**src/rtl/td4e_sequencer.sv**
```systemverilog
// td4e_sequencer: fetch/execute controller for the TD4E core (PC, carry, imem/dmem handshakes, commit).
// Define STEP_EN for single-step mode: a step input and a PAUSE state entered after every WB.
module td4e_sequencer #(
    parameter int PC_W   = 4,
    parameter int DATA_W = 4
) (
    input  logic              clk,
    input  logic              rst_n,
`ifdef STEP_EN
    input  logic              step,
`endif
    output logic [PC_W-1:0]   imem_addr,
    output logic              imem_req,
    input  logic              imem_ack,
    input  logic [7:0]        imem_data,
    output logic [3:0]        instr,
    output logic [DATA_W-1:0] imm,
    output logic              c_flag,
    input  logic              alu_carry,
    output logic              dmem_req,
    output logic              dmem_we,
    input  logic              dmem_ack,
    output logic              commit,
    output logic [PC_W-1:0]   pc
);
    typedef enum logic [2:0] {FETCH, EXEC, MEM, WB, PAUSE} state_t;

    state_t state, state_nx;
    logic   jump, taken;

    assign jump  = instr[3:1] == 3'b111;
    assign taken = instr == 4'b1111 || (instr == 4'b1110 && !c_flag);

`ifdef STEP_EN
    localparam state_t RST_STATE = PAUSE;
    localparam state_t WB_NEXT   = PAUSE;
    logic step_r, step_q, step_pend, step_rise, go;
    assign step_rise = step_r && !step_q;
    assign go        = step_rise || step_pend;
    // a step edge arriving mid-instruction is held until the next PAUSE
    always_ff @(posedge clk or negedge rst_n) begin
        if (!rst_n) begin
            step_r    <= 1'b0;
            step_q    <= 1'b0;
            step_pend <= 1'b0;
        end else begin
            step_r    <= step;
            step_q    <= step_r;
            step_pend <= state != PAUSE && (step_pend || step_rise);
        end
    end
`else
    localparam state_t RST_STATE = FETCH;
    localparam state_t WB_NEXT   = FETCH;
`endif

    always_ff @(posedge clk or negedge rst_n) begin
        if (!rst_n) state <= RST_STATE;
        else        state <= state_nx;
    end

    always_ff @(posedge clk or negedge rst_n) begin
        if (!rst_n) begin
            pc     <= '0;
            c_flag <= 1'b0;
            instr  <= '0;
            imm    <= '0;
        end else begin
            if (state == FETCH && imem_ack) begin
                instr <= imem_data[7:4];
                imm   <= DATA_W'(imem_data[3:0]);
            end
            if (state == WB) begin
                pc     <= taken ? PC_W'(imm) : pc + PC_W'(1);
                c_flag <= !jump && alu_carry;
            end
        end
    end

    // requests are gated by rst_n so they drop the instant reset asserts
    always_comb begin
        state_nx = state;
        imem_req = rst_n && state == FETCH;
        dmem_req = rst_n && state == MEM;
        dmem_we  = rst_n && state == MEM && instr == 4'b1101;
        commit   = rst_n && state == WB;
        case (state)
            FETCH:   state_nx = imem_ack ? EXEC : FETCH;
            EXEC:    state_nx = instr[3:1] == 3'b110 ? MEM : WB;
            MEM:     state_nx = dmem_ack ? WB : MEM;
            WB:      state_nx = WB_NEXT;
`ifdef STEP_EN
            PAUSE:   state_nx = go ? FETCH : PAUSE;
`endif
            default: state_nx = RST_STATE;
        endcase
    end

    assign imem_addr = pc;
endmodule

```
**config.mk**
```make
export PLATFORM = sky130hd
export DESIGN_NAME = td4e_sequencer
export DESIGN_NICKNAME = d
export VERILOG_FILES = /design/src/rtl/td4e_sequencer.sv
export SDC_FILE = /design/constraint.sdc
export NUM_CORES = 1
export LEC_CHECK = 0
export BUFFER_PORTS_ARGS = -buffer_cell sky130_fd_sc_hd__buf_4
export CELL_PAD_IN_SITES_DETAIL_PLACEMENT = 0
export CELL_PAD_IN_SITES_GLOBAL_PLACEMENT = 1
export CORE_MARGIN = 2
export CORE_UTILIZATION = 37
export CTS_CLUSTER_DIAMETER = 60
export DETAILED_ROUTE_END_ITERATION = 8
export GPL_TIMING_DRIVEN = 0
export PLACE_DENSITY = 0.79
export REMOVE_ABC_BUFFERS = 1
export SYNTH_ARGS = -nofsm -noshare
export SYNTH_HDL_FRONTEND = slang
export SYNTH_SLANG_ARGS = --single-unit
```
**constraint.sdc**
```tcl
create_clock -name clk -period 2.7 [get_ports clk]
set_input_delay 0.27 -clock clk [delete_from_list [all_inputs] [get_ports clk]]
set_output_delay 0.27 -clock clk [all_outputs]
set_load 0.05 [all_outputs]
```
* Word-level counts from Yosys, hierarchy flattened
Index checks and enable logic that the tools add are counted.
** Cells by class
- Add/sub/neg operators :: 1
- Eq/ne operators :: 8
- Muxes and demuxes :: 5
- Reduce and logical (&&, ||, !) cells :: 11
** Operators by type and width (count)
- $eq 4x4->1 const B :: 3
- $logic_and 1x1->1 :: 7
- $eq 3x2->1 const B :: 2
- $eq 3x3->1 const B :: 2
- $pmux 2 s3 :: 1
- $add 4x1->4 const B :: 1
- $mux 4 :: 1
- $eq 3x1->1 const B :: 1
- $logic_not 3->1 :: 1
- $mux 1 :: 3
- $logic_not 1->1 :: 2
- $logic_or 1x1->1 :: 1
** Word-level totals
- Bits in registers :: 16
- Bits of input ports :: 13
- Output and inout port bits :: 21
- Word-level logic and storage cells :: 30

* Longest topological paths before layout
Gate-level depths: netlist (run 1).
- Depth in word-level cells :: 4
- Depth in mapped cells :: 5

* Least setup slack after synthesis (run 1)
OpenSTA, ideal clock, no wires.
- Kind :: reg-to-output
- Start :: register state[0]
- End :: output port dmem_we
- Arrival :: 2.201 ns
- Required time :: 2.430 ns
- Slack :: 0.229 ns
- Stages on the path, launching flop included :: 6
- Path through :: dfrtp_1 > inv_1 > ha_1 > and2_1 > nand2_1 > nor3_1
** Between the ends
- Cells in the longest elaborated chain, start to end :: 3
** RTL lines
- start, declared :: line 28 : state_t state, state_nx;
- start signal, assigned :: line 59 : else state <= state_nx;
- $eq 3x2->1
- $logic_and 1x1->1
- net dmem_req :: line 20 : output logic dmem_req,
- $logic_and 1x1->1 :: line 85 : dmem_we = rst_n && state == MEM && instr == 4'b1101;
- end, declared :: line 21 : output logic dmem_we,
The timed path passes the listed nets, and every way through them passes these cells.

* Worst setup path in the final report (run 1)
- Start :: input port rst_n
- End :: output port dmem_we
** Between the ends
- Cells in the longest elaborated chain, start to end :: 2
** RTL lines
- start, declared :: line 8 : input logic rst_n,
- $logic_and 1x1->1 (2 in series) :: line 85
Every way passes these cells.

==> qor.yml, run 1 <==
status: "finished clean"
cp-start-kind: "input pin"
vias: 643
grtUsageTotal: 0.1396
first_global_vias: 584
die_h_um: 50.67
die_w_um: 50.67
dp_slack_ps: 1263
ys_types: 26
clkTransAtPathRegs_ps: 90
drt_pre_antenna_iters: 4
routed_wl_mm: 1.627
critical_path_arrival_ps: 1640
clock_sinks: 15
cts_buffers: 3
ys_ff_latch: 15
grt_pass1_wl_mm: 2.642
avgSynthCellArea_sq_um: 11.19
synth_area_leader_cell: "dfrtp_1"
fin_crit_ps: 1906
drc: 0
cp_slowest_cell: "dlygate4sd3_1"
rsz0062_at_grt: "no"
setup_viol_count_final: 0
synth_async_sr_flop_share: 1.000
synth_top_area_frac: 0.4658
fin_nets: 124
ys_seq_area_frac: 0.4658
cts_tree: "built"
grt-ovfl-total: 0
crit_top_cell: "buf_4"
worst_setup_path_end_kind: "output port"
core_sq_um: 2002
diodes: 0
ys_warn_count: 0
fin_worst_skew_ps: 3.450
period_share: 0.7058
antenna_found_initial: 0
max_slew_margin: 0.7440
area.growth.synth_to_final_pct: 35.09
worstMarginPinSlew_ps: 383.1
hold_viol_final: 0
worstSetupPathType: "in2out"
place_congestion: 0.8194
cp.required_ps: 2430
portBuffers: 33
timing.final.ws_setup_ps: 794.3
initial_core_util: 0.4025
critPathMaxStageDelay_ps: 520
vias_per_cell: 4.871
clock_latency_ps: 270
netlist_top_cells_count: "dfrtp_1 (15), mux2_2 (8), nand2_1 (6)"
yosysMostFrequentCell: "dfrtp_1"
rows: 16
cts_setup_buffers: 0
ios: 34
crit_chain: "dlygate4sd3_1, buf_4, and2_1, nand2_1, nor3_1, buf_4"
drtIter0Drc: 9
postRouteAntennaNets: 0
hpwl_mm: 1.256
synth-main-ff-cell: "dfrtp_1"
critPathMaxFanout: 18
drive_above_1_share: 0.4571
dieArea_sq_um: 2567
cts_resized: 0
synth_cells: 72
clock_path_buffers: 2
fin_tns_setup_ps: 0
synth_area_sq_um: 805.8
maxSlewViolCount: 0
synth.area.top_cells: "dfrtp_1 (47%), mux2_2 (11%), ha_1 (7.8%), buf_4 (3.7%), and2_1 (3.1%)"
grt_max_degree: 19
cts_root_buffer: "clkbuf_4"
fmax_mhz: 524.7
cap_viol_max_count: 0
synth_edf_count: 0
htreeDepth: 1
avgRoutedWirePerCell_um: 12.33
hp-class: "in2reg"
-- area by class of cell --
class	count	area, sq um
timing repair buffer	34	257.7
fill	188	913.4
tap	27	33.78
inverter	5	18.77
sequential	15	375.4
clock buffer	4	26.28
multi-input combinational	47	376.6
-- critical path, delay by kind of cell --
family / cells / cell delay, ps
buffers and inverters: 3 / 980
and+or+nand+nor: 3 / 370
-- per-stage QoR --
stage,hold slack [ps],util,instances,cell area (sq um)
global placement,141.6,0.5256,127,1052
finish,218.0,0.5438,132,1089
floorplan,-25.59,-,67,770.7
CTS,211.5,0.5438,132,1089
detailed placement,143.5,0.5256,127,1052
global route,205.4,0.5438,132,1089
-- placed cells by master (no fill, tap or decap) --
| master | netlist | routed |
|---|---|---|
| buf_4 | 4 | 33 |
| o311ai_1 | 2 | 2 |
| nand2_1 | 6 | 6 |
| o21ai_1 | 1 | 1 |
| nand3_2 | 1 | 1 |
| dfrtp_1 | 15 | 15 |
| and2b_4 | 1 | 1 |
| o32a_1 | 1 | 1 |
| a31oi_1 | 3 | 3 |
| o2111ai_1 | 1 | 1 |
| clkbuf_1 | 0 | 1 |
| ha_1 | 5 | 5 |
| a22oi_2 | 1 | 1 |
| and3_1 | 1 | 1 |
| clkbuf_4 | 0 | 3 |
| and3_4 | 1 | 1 |
| dlygate4sd3_1 | 0 | 1 |
| nor3_1 | 1 | 1 |
| mux2_2 | 8 | 8 |
| nand3b_1 | 1 | 1 |
| nor2_1 | 2 | 2 |
| o21ai_0 | 2 | 2 |
| a21oi_1 | 1 | 1 |
| a221o_1 | 1 | 1 |
| inv_1 | 5 | 5 |
| o2bb2ai_1 | 1 | 1 |
| and2_1 | 4 | 4 |
| nand2b_1 | 2 | 2 |
-- logic make-up (layout without fill, tap and decap cells) --
family          count (synthesis)  in the layout  synth area share
mux                             8              8            0.1118
fa+ha+maj                       5              5           0.07764
flops                          15             15            0.4658
buf+inv                        10             43           0.06677
simple gates                   20             20            0.1460
compound gates                 14             14            0.1320
-- path summary, 6_finish.rpt --
| check | slack (ps) | endpoint | startpoint | cells after the start |
|---|---|---|---|---|
| hold / removal | 220 | instr[3] | imem_data[7] | 2 |
| max in group asynchronous | 2130 | imm[0] | rst_n | 2 |
| min in group asynchronous | 380 | instr[2] | rst_n | 2 |
| hold reg to reg | 540 | imm[3] | imm[3] | 1 |
| setup reg to reg | 1240 | imm[2] | state[0] | 4 |
| setup / recovery | 790 | dmem_we | rst_n | 6 |
-- metal layers --
metal	global-route usage	vias up	share of wire
met5	0	-	0
met4	0.08108	0	0.017
met3	0.02679	2	0.034
met2	0.2281	15	0.51
met1	0.1704	306	0.44
li1	-	320	-
-- what timing repair did --
action / 4_1_cts / 5_1_grt
hold buffers: 1 / 0
endpoints found under the hold margin: 15 / 0
setup endpoints to repair: 0 / 0
-- sequential cells by signal, indices dropped and copies added, names as in the netlist --
name       count
imm            4
imem_addr      4
state          2
instr          4
c_flag         1
Power of run 1 is not shown: default switching activity piles up to over one toggle a cycle in this logic, so the estimate is an artifact.
==> inputs of run 2 (changes only) <==
--- a/config.mk
+++ b/config.mk
@@ -9,11 +9,11 @@
 export CELL_PAD_IN_SITES_DETAIL_PLACEMENT = 0
 export CELL_PAD_IN_SITES_GLOBAL_PLACEMENT = 1
 export CORE_MARGIN = 2
-export CORE_UTILIZATION = 37
+export CORE_UTILIZATION = 34
 export CTS_CLUSTER_DIAMETER = 60
 export DETAILED_ROUTE_END_ITERATION = 8
 export GPL_TIMING_DRIVEN = 0
-export PLACE_DENSITY = 0.79
+export PLACE_DENSITY = 0.73
 export REMOVE_ABC_BUFFERS = 1
 export SYNTH_ARGS = -nofsm -noshare
 export SYNTH_HDL_FRONTEND = slang
==> constraint.sdc (replaced) <==
create_clock -name clk -period 1.8 [get_ports clk]
set_input_delay 0.18 -clock clk [delete_from_list [all_inputs] [get_ports clk]]
set_output_delay 0.18 -clock clk [all_outputs]
set_load 0.05 [all_outputs]
==> run 2 against run 1 <==
Register-to-register slack got worse by 920 ps. Non-clock buffer count did not move. Count of clock-buffer cells in the layout did not move. Die area rose by 8.1%. First-iteration DRC count fell by 56%. Clock skew fell by 2.3 ps. Via count rose by 2.3%. Worst hold slack got worse by 100 ps. Sequential share of layout area fell by 0.43 points. Flip-flop and latch count did not move. Global-route usage rose by 0.87 points.
==> qor.yml, run 2 (synthesis gave the netlist of run 1 again) <==
ios: 34  # unchanged
fin_crit_ps: 1695
fin_worst_skew_ps: 1.129  # -2.321 ps
reg2reg_slack_ps: 320  # -920 ps
diodes: 0  # unchanged
period_share: 0.9418
stdcell_count: 133  # +0.76%
fin_hold_ws_ps: 118.0  # -99.99 ps
cp.required_ps: 1620  # -810 ps
first_global_vias: 658  # +13%
cp-start-kind: "register"
die_w_um: 52.68  # +4.0%
drive_above_1_share: 0.4667  # +0.009524
critPathMaxStageDelay_ps: 420  # -100 ps
maxSlewViolCount: 0  # unchanged
clock_sinks: 15  # unchanged
setup_viol_count_final: 0  # unchanged
htreeDepth: 1  # unchanged
initial_core_util: 0.3608  # -0.04172
hold_depth: 2  # unchanged
critPathMaxFanout: 3  # -15
vias_per_cell: 4.947  # +1.6%
drc: 0  # unchanged
cts_tree: "built"
final_common_cell: "buf_4"
hpwl_mm: 1.323  # +5.4%
fill_cells: 216  # +15%
path_depth: 6  # unchanged
worstSetupPathType: "reg2out"
grt_pass1_wl_mm: 2.973  # +13%
regArea_sq_um: 375.4  # unchanged
status: "finished clean"
routed_wl_mm: 1.804  # +11%
cp_slowest_cell: "dfrtp_1"
vias: 658  # +2.3%
crit_family: "flip-flops"
drt_pre_antenna_iters: 2  # -2
clock_latency_ps: 280  # about the same
drtIter0Drc: 4  # -5
antenna_found_initial: 0  # unchanged
area.growth.synth_to_final_pct: 36.80
rows: 17  # +1
crit_chain: "inv_1, ha_1, and2_1, nand2_1, nor3_2, buf_6"
postRouteAntennaNets: 0  # unchanged
worstMarginPinSlew_ps: 382.3  # -0.8096 ps
path_buf_inv: 2  # -1
worst_setup_path_end_kind: "output port"
cts_setup_buffers: 0  # unchanged
core_sq_um: 2233  # +12%
cts_root_buffer: "clkbuf_4"
multiInputGateArea_sq_um: 381.6  # +1.3%
place_congestion: 0.6963  # -15%
hold_viol_final: 0  # unchanged
cap_viol_max_count: 0  # unchanged
grt-ovfl-total: 0  # unchanged
dp.cells: 128  # +0.79%
cts_buffers: 3  # unchanged
dieArea_sq_um: 2775  # +8.1%
clkTransAtPathRegs_ps: 90  # about the same
max_slew_margin: 0.7445  # about the same
critical_path_arrival_ps: 1520  # -120 ps
portBuffers: 33  # unchanged
avgRoutedWirePerCell_um: 13.56  # +10%
die_h_um: 52.68  # +4.0%
hp-class: "in2reg"
final_cell_mix: "buf_4 (31), dfrtp_1 (15), mux2_2 (8)"
fin_nets: 124  # unchanged
grtUsageTotal: 0.1483  # +0.008726
reg2reg_depth: 4  # unchanged
grt_max_degree: 19  # unchanged
clock_path_buffers: 2  # unchanged
fmax_mhz: 589.9
==> run 2: cell counts in the layout (fill, tap and decap cells not counted) <==
No cell type changed its count.
==> run 2: cell type report <==
type / count / share of cell area
Multi-Input combinational cell: 47 / 0.3462
Sequential cell: 15 / 0.3405
Timing Repair Buffer: 34 / 0.2406
Tap cell: 28 / 0.03178
Clock buffer: 4 / 0.02384
Inverter: 5 / 0.01703
==> run 2: worst register-to-register path, stage by stage, from the launching register on <==
cell,delay (ps)
dfrtp_1,400
inv_1,80
ha_1,220
nand2_1,300
mux2_2,380
==> run 2: per-stage QoR <==
stage,util,area [sq um],TNS [ps],setup slack (ps)
2_1_floorplan,-,770.7,-581.5,-581.5
3_3_place_gp,0.4717,1054,0,366.3
3_5_place_dp,0.4717,1054,0,341.0
4_1_cts,0.4880,1090,0,34.34
5_1_grt,0.4936,1102,-24.35,-24.35
6_report,0.4936,1102,0,104.7
==> run 2: worst paths after layout <==
path | start | to
hold / removal | imem_data[3] | imm[3]
max in group asynchronous | rst_n | instr[2]
min in group asynchronous | rst_n | imm[1]
setup reg to reg | state[0] | instr[0]
hold reg to reg | imm[3] | imm[3]
setup / recovery | state[0] | dmem_we
==> run 2: timing repair <==
action | CTS | global route
endpoints found under the setup margin | 0 | 1
hold buffers | 1 | 0
hold endpoints to repair | 15 | 0
resized for setup | 0 | 3
==> run 2: layer usage <==
layer / global-route usage / routed length, um / up-vias
met2: 0.2375 / 831 / 23
met5: 0 / 0 / -
met4: 0.05128 / 10 / 0
met3: 0.03429 / 113 / 2
li1: - / - / 320
met1: 0.1950 / 849 / 313
Power of run 2 is left out for the same reason.
==> inputs of run 3 (changes only) <==
--- a/config.mk
+++ b/config.mk
@@ -5,11 +5,13 @@
 export SDC_FILE = /design/constraint.sdc
 export NUM_CORES = 1
 export LEC_CHECK = 0
+export ABC_AREA = 1
 export BUFFER_PORTS_ARGS = -buffer_cell sky130_fd_sc_hd__buf_4
 export CELL_PAD_IN_SITES_DETAIL_PLACEMENT = 0
 export CELL_PAD_IN_SITES_GLOBAL_PLACEMENT = 1
 export CORE_MARGIN = 2
-export CORE_UTILIZATION = 34
+export CORE_UTILIZATION = 33
+export CTS_BUF_LIST = sky130_fd_sc_hd__clkbuf_16
 export CTS_CLUSTER_DIAMETER = 60
 export DETAILED_ROUTE_END_ITERATION = 8
 export GPL_TIMING_DRIVEN = 0
==> run 3 against run 2 <==
Critical path type is now in2out. Worst hold slack gained 52 ps. Utilization decreased by 1.5 points. Clock skew about the same. Register-to-register slack lost 60 ps. Critical path depth fell by 1.
==> qor.yml, run 3 <==
die_w_um: 54.40  # +3.3%
cp.required_ps: 1620  # about the same
die_h_um: 54.40  # +3.3%
synth_area_sq_um: 838.3  # +4.0%
core_sq_um: 2432  # +8.9%
r2r-start: "state[0]"
cts_root_buffer: "clkbuf_16"
yosysMostFrequentCell: "nand2_1"
worstHoldStart: "imem_data[0]"
first_global_vias: 644  # -2.1%
use_met3: 0.03005  # -0.004231
fill_cells: 251  # +16%
clock_latency_ps: 240  # -40 ps
stdcell_count: 158  # +19%
htreeDepth: 1  # unchanged
synth.area.top_cells: "dfrtp_1 (45%), nand2_1 (10%), ha_1 (7.5%), inv_1 (6.3%), nand3_1 (4.8%)"
max_slew_margin: 0.6920  # -0.05255
postRouteAntennaNets: 0  # unchanged
fin_nets: 147  # +19%
hold_viol_final: 0  # unchanged
vias_per_cell: 4.380  # -11%
rsz0062_at_grt: "no"
dp.cells: 153  # +20%
clock_sinks: 15  # unchanged
timing.final.ws_setup_ps: 127.7  # +22.97 ps
fin_crit_ps: 1672  # -22.97 ps
area.growth.synth_to_final_pct: 38.81
crit_path_start: "rst_n"
drt_pre_antenna_iters: 4  # +2
worst_setup_path_end_kind: "output port"
synth_area_leader_cell: "dfrtp_1"
routed_wl_mm: 1.675  # -7.2%
rows: 18  # +1
clkTransAtPathRegs_ps: 40  # -50 ps
synth_cells: 96  # +33%
fin_area_sq_um: 1164  # +5.6%
post_dp_cell_area_sq_um: 1075  # +2.0%
critical_path_arrival_ps: 1490  # -30 ps
ys_warn_count: 0  # unchanged
ys_types: 20  # -23%
cts_buffers: 3  # unchanged
antenna_found_initial: 0  # unchanged
drc: 0  # unchanged
place_congestion: 0.7422  # +6.6%
vias: 692  # +5.2%
cts_setup_buffers: 0  # unchanged
dp_slack_ps: 263.7  # -77.26 ps
met1_usage: 0.1633  # -0.03173
avgSynthCellArea_sq_um: 8.732  # -22%
synth_async_sr_flop_share: 1.000  # unchanged
synth-main-ff-cell: "dfrtp_1"
netlist_top_cells_count: "nand2_1 (23), dfrtp_1 (15), inv_1 (14)"
setup_viol_count_final: 0  # unchanged
ys_seq_area_frac: 0.4478  # -0.01808
period_share: 0.9291  # -0.01276
dieArea_sq_um: 2959  # +6.6%
synth_top_area_frac: 0.4478  # -0.01808
cap_viol_max_count: 0  # unchanged
ys_ff_latch: 15  # unchanged
drtIter0Drc: 7  # +3
worstMarginPinSlew_ps: 461.0  # +78.63 ps
use_met2: 0.2149  # -0.02264
fin_worst_skew_ps: 0.9638  # -0.1653 ps
final_cell_mix: "buf_4 (33), nand2_1 (23), inv_1 (15), dfrtp_1 (15), nand3_1 (8)"
hp-class: "in2reg"
grtUsageTotal: 0.1333  # -0.01502
final_common_cell: "buf_4"
drive_above_1_share: 0.3594  # -0.1073
diodes: 0  # unchanged
cts_tree: "built"
grt_max_degree: 19  # unchanged
top_usage_layer: "met2"
hpwl_mm: 1.288  # -2.6%
clock_path_buffers: 2  # unchanged
grt_pass1_wl_mm: 2.773  # -6.7%
maxSlewViolCount: 0  # unchanged
synth_edf_count: 0  # unchanged
grt-ovfl-total: 0  # unchanged
critPathMaxFanout: 18  # +15
cp-start-kind: "input pin"
ios: 34  # unchanged
portBuffers: 33  # unchanged
status: "finished clean"
fmax_mhz: 598.0  # +1.4%
avgRoutedWirePerCell_um: 10.60  # -22%
worstSetupPathType: "in2out"
utilization: 0.4784  # -0.01516
initial_core_util: 0.3447  # -0.01613
## run 3: changes by cell type after synthesis, sizes merged, moves of 4 or more
cell / before / now
a21oi: 1 / 5
mux2: 8 / 3
and2: 4 / 0
nor2: 2 / 6
inv: 5 / 15
nand2: 6 / 27
nand3: 1 / 9
## run 3: per-stage QoR
stage	hold slack [ps]	TNS, ps
after floorplan	-115.6	-297.1
after global placement	59.24	0
after detailed placement	60.03	0
after CTS	165.0	0
after global routing	169.7	0
final	170.0	0
## run 3: layout make-up
cell class | count | area [sq um] | share of cell area
inverters | 15 | 56.30 | 0.04839
repair buffers | 34 | 257.7 | 0.2215
multi-input cells | 60 | 357.8 | 0.3075
clock buffers | 3 | 75.07 | 0.06452
well taps | 30 | 37.54 | 0.03226
flip-flops and latches | 15 | 375.4 | 0.3226
clock inverters | 1 | 3.754 | 0.003226
## run 3: worst paths after layout
kind / endpoint / slack (ps) / cells after the start
worst max-delay path: dmem_we / 130 / 5
worst min-delay path: imm[0] / 170 / 2
worst max register to register: instr[2] / 260 / 4
worst min register to register: c_flag / 530 / 2
max in group asynchronous: instr[0] / 1260 / 2
min in group asynchronous: imem_addr[2] / 350 / 2
## run 3: cells by family after synthesis
group,Yosys count,synth area share
and+or+nand+nor,44,0.2582
DFF,15,0.4478
xor gates and xnor gates,1,0.01045
adders and majority gates,5,0.07463
buffers and inverters,21,0.1254
AOI/OAI and AO/OA,7,0.04328
muxes,3,0.04030
## run 3: worst max-delay path, cell delays in order
cell and delay [ps]:
dlygate4sd3_1 530, buf_4 250, nand2_1 110, nor3_1 190, buf_4 230
## run 3: what timing repair did
item	in CTS	in global routing
hold buffers	1	0
gates resized for setup	0	0
endpoints found under the hold margin	15	0
## run 3: per-layer routing
layer | vias up | routed length [um] | share of wire
met5 | - | 0 | 0
met4 | 0 | 10 | 0.0060
met3 | 2 | 118 | 0.070
met2 | 22 | 803 | 0.48
met1 | 309 | 742 | 0.44
li1 | 359 | - | -
Power of run 3 is left out for the same reason.
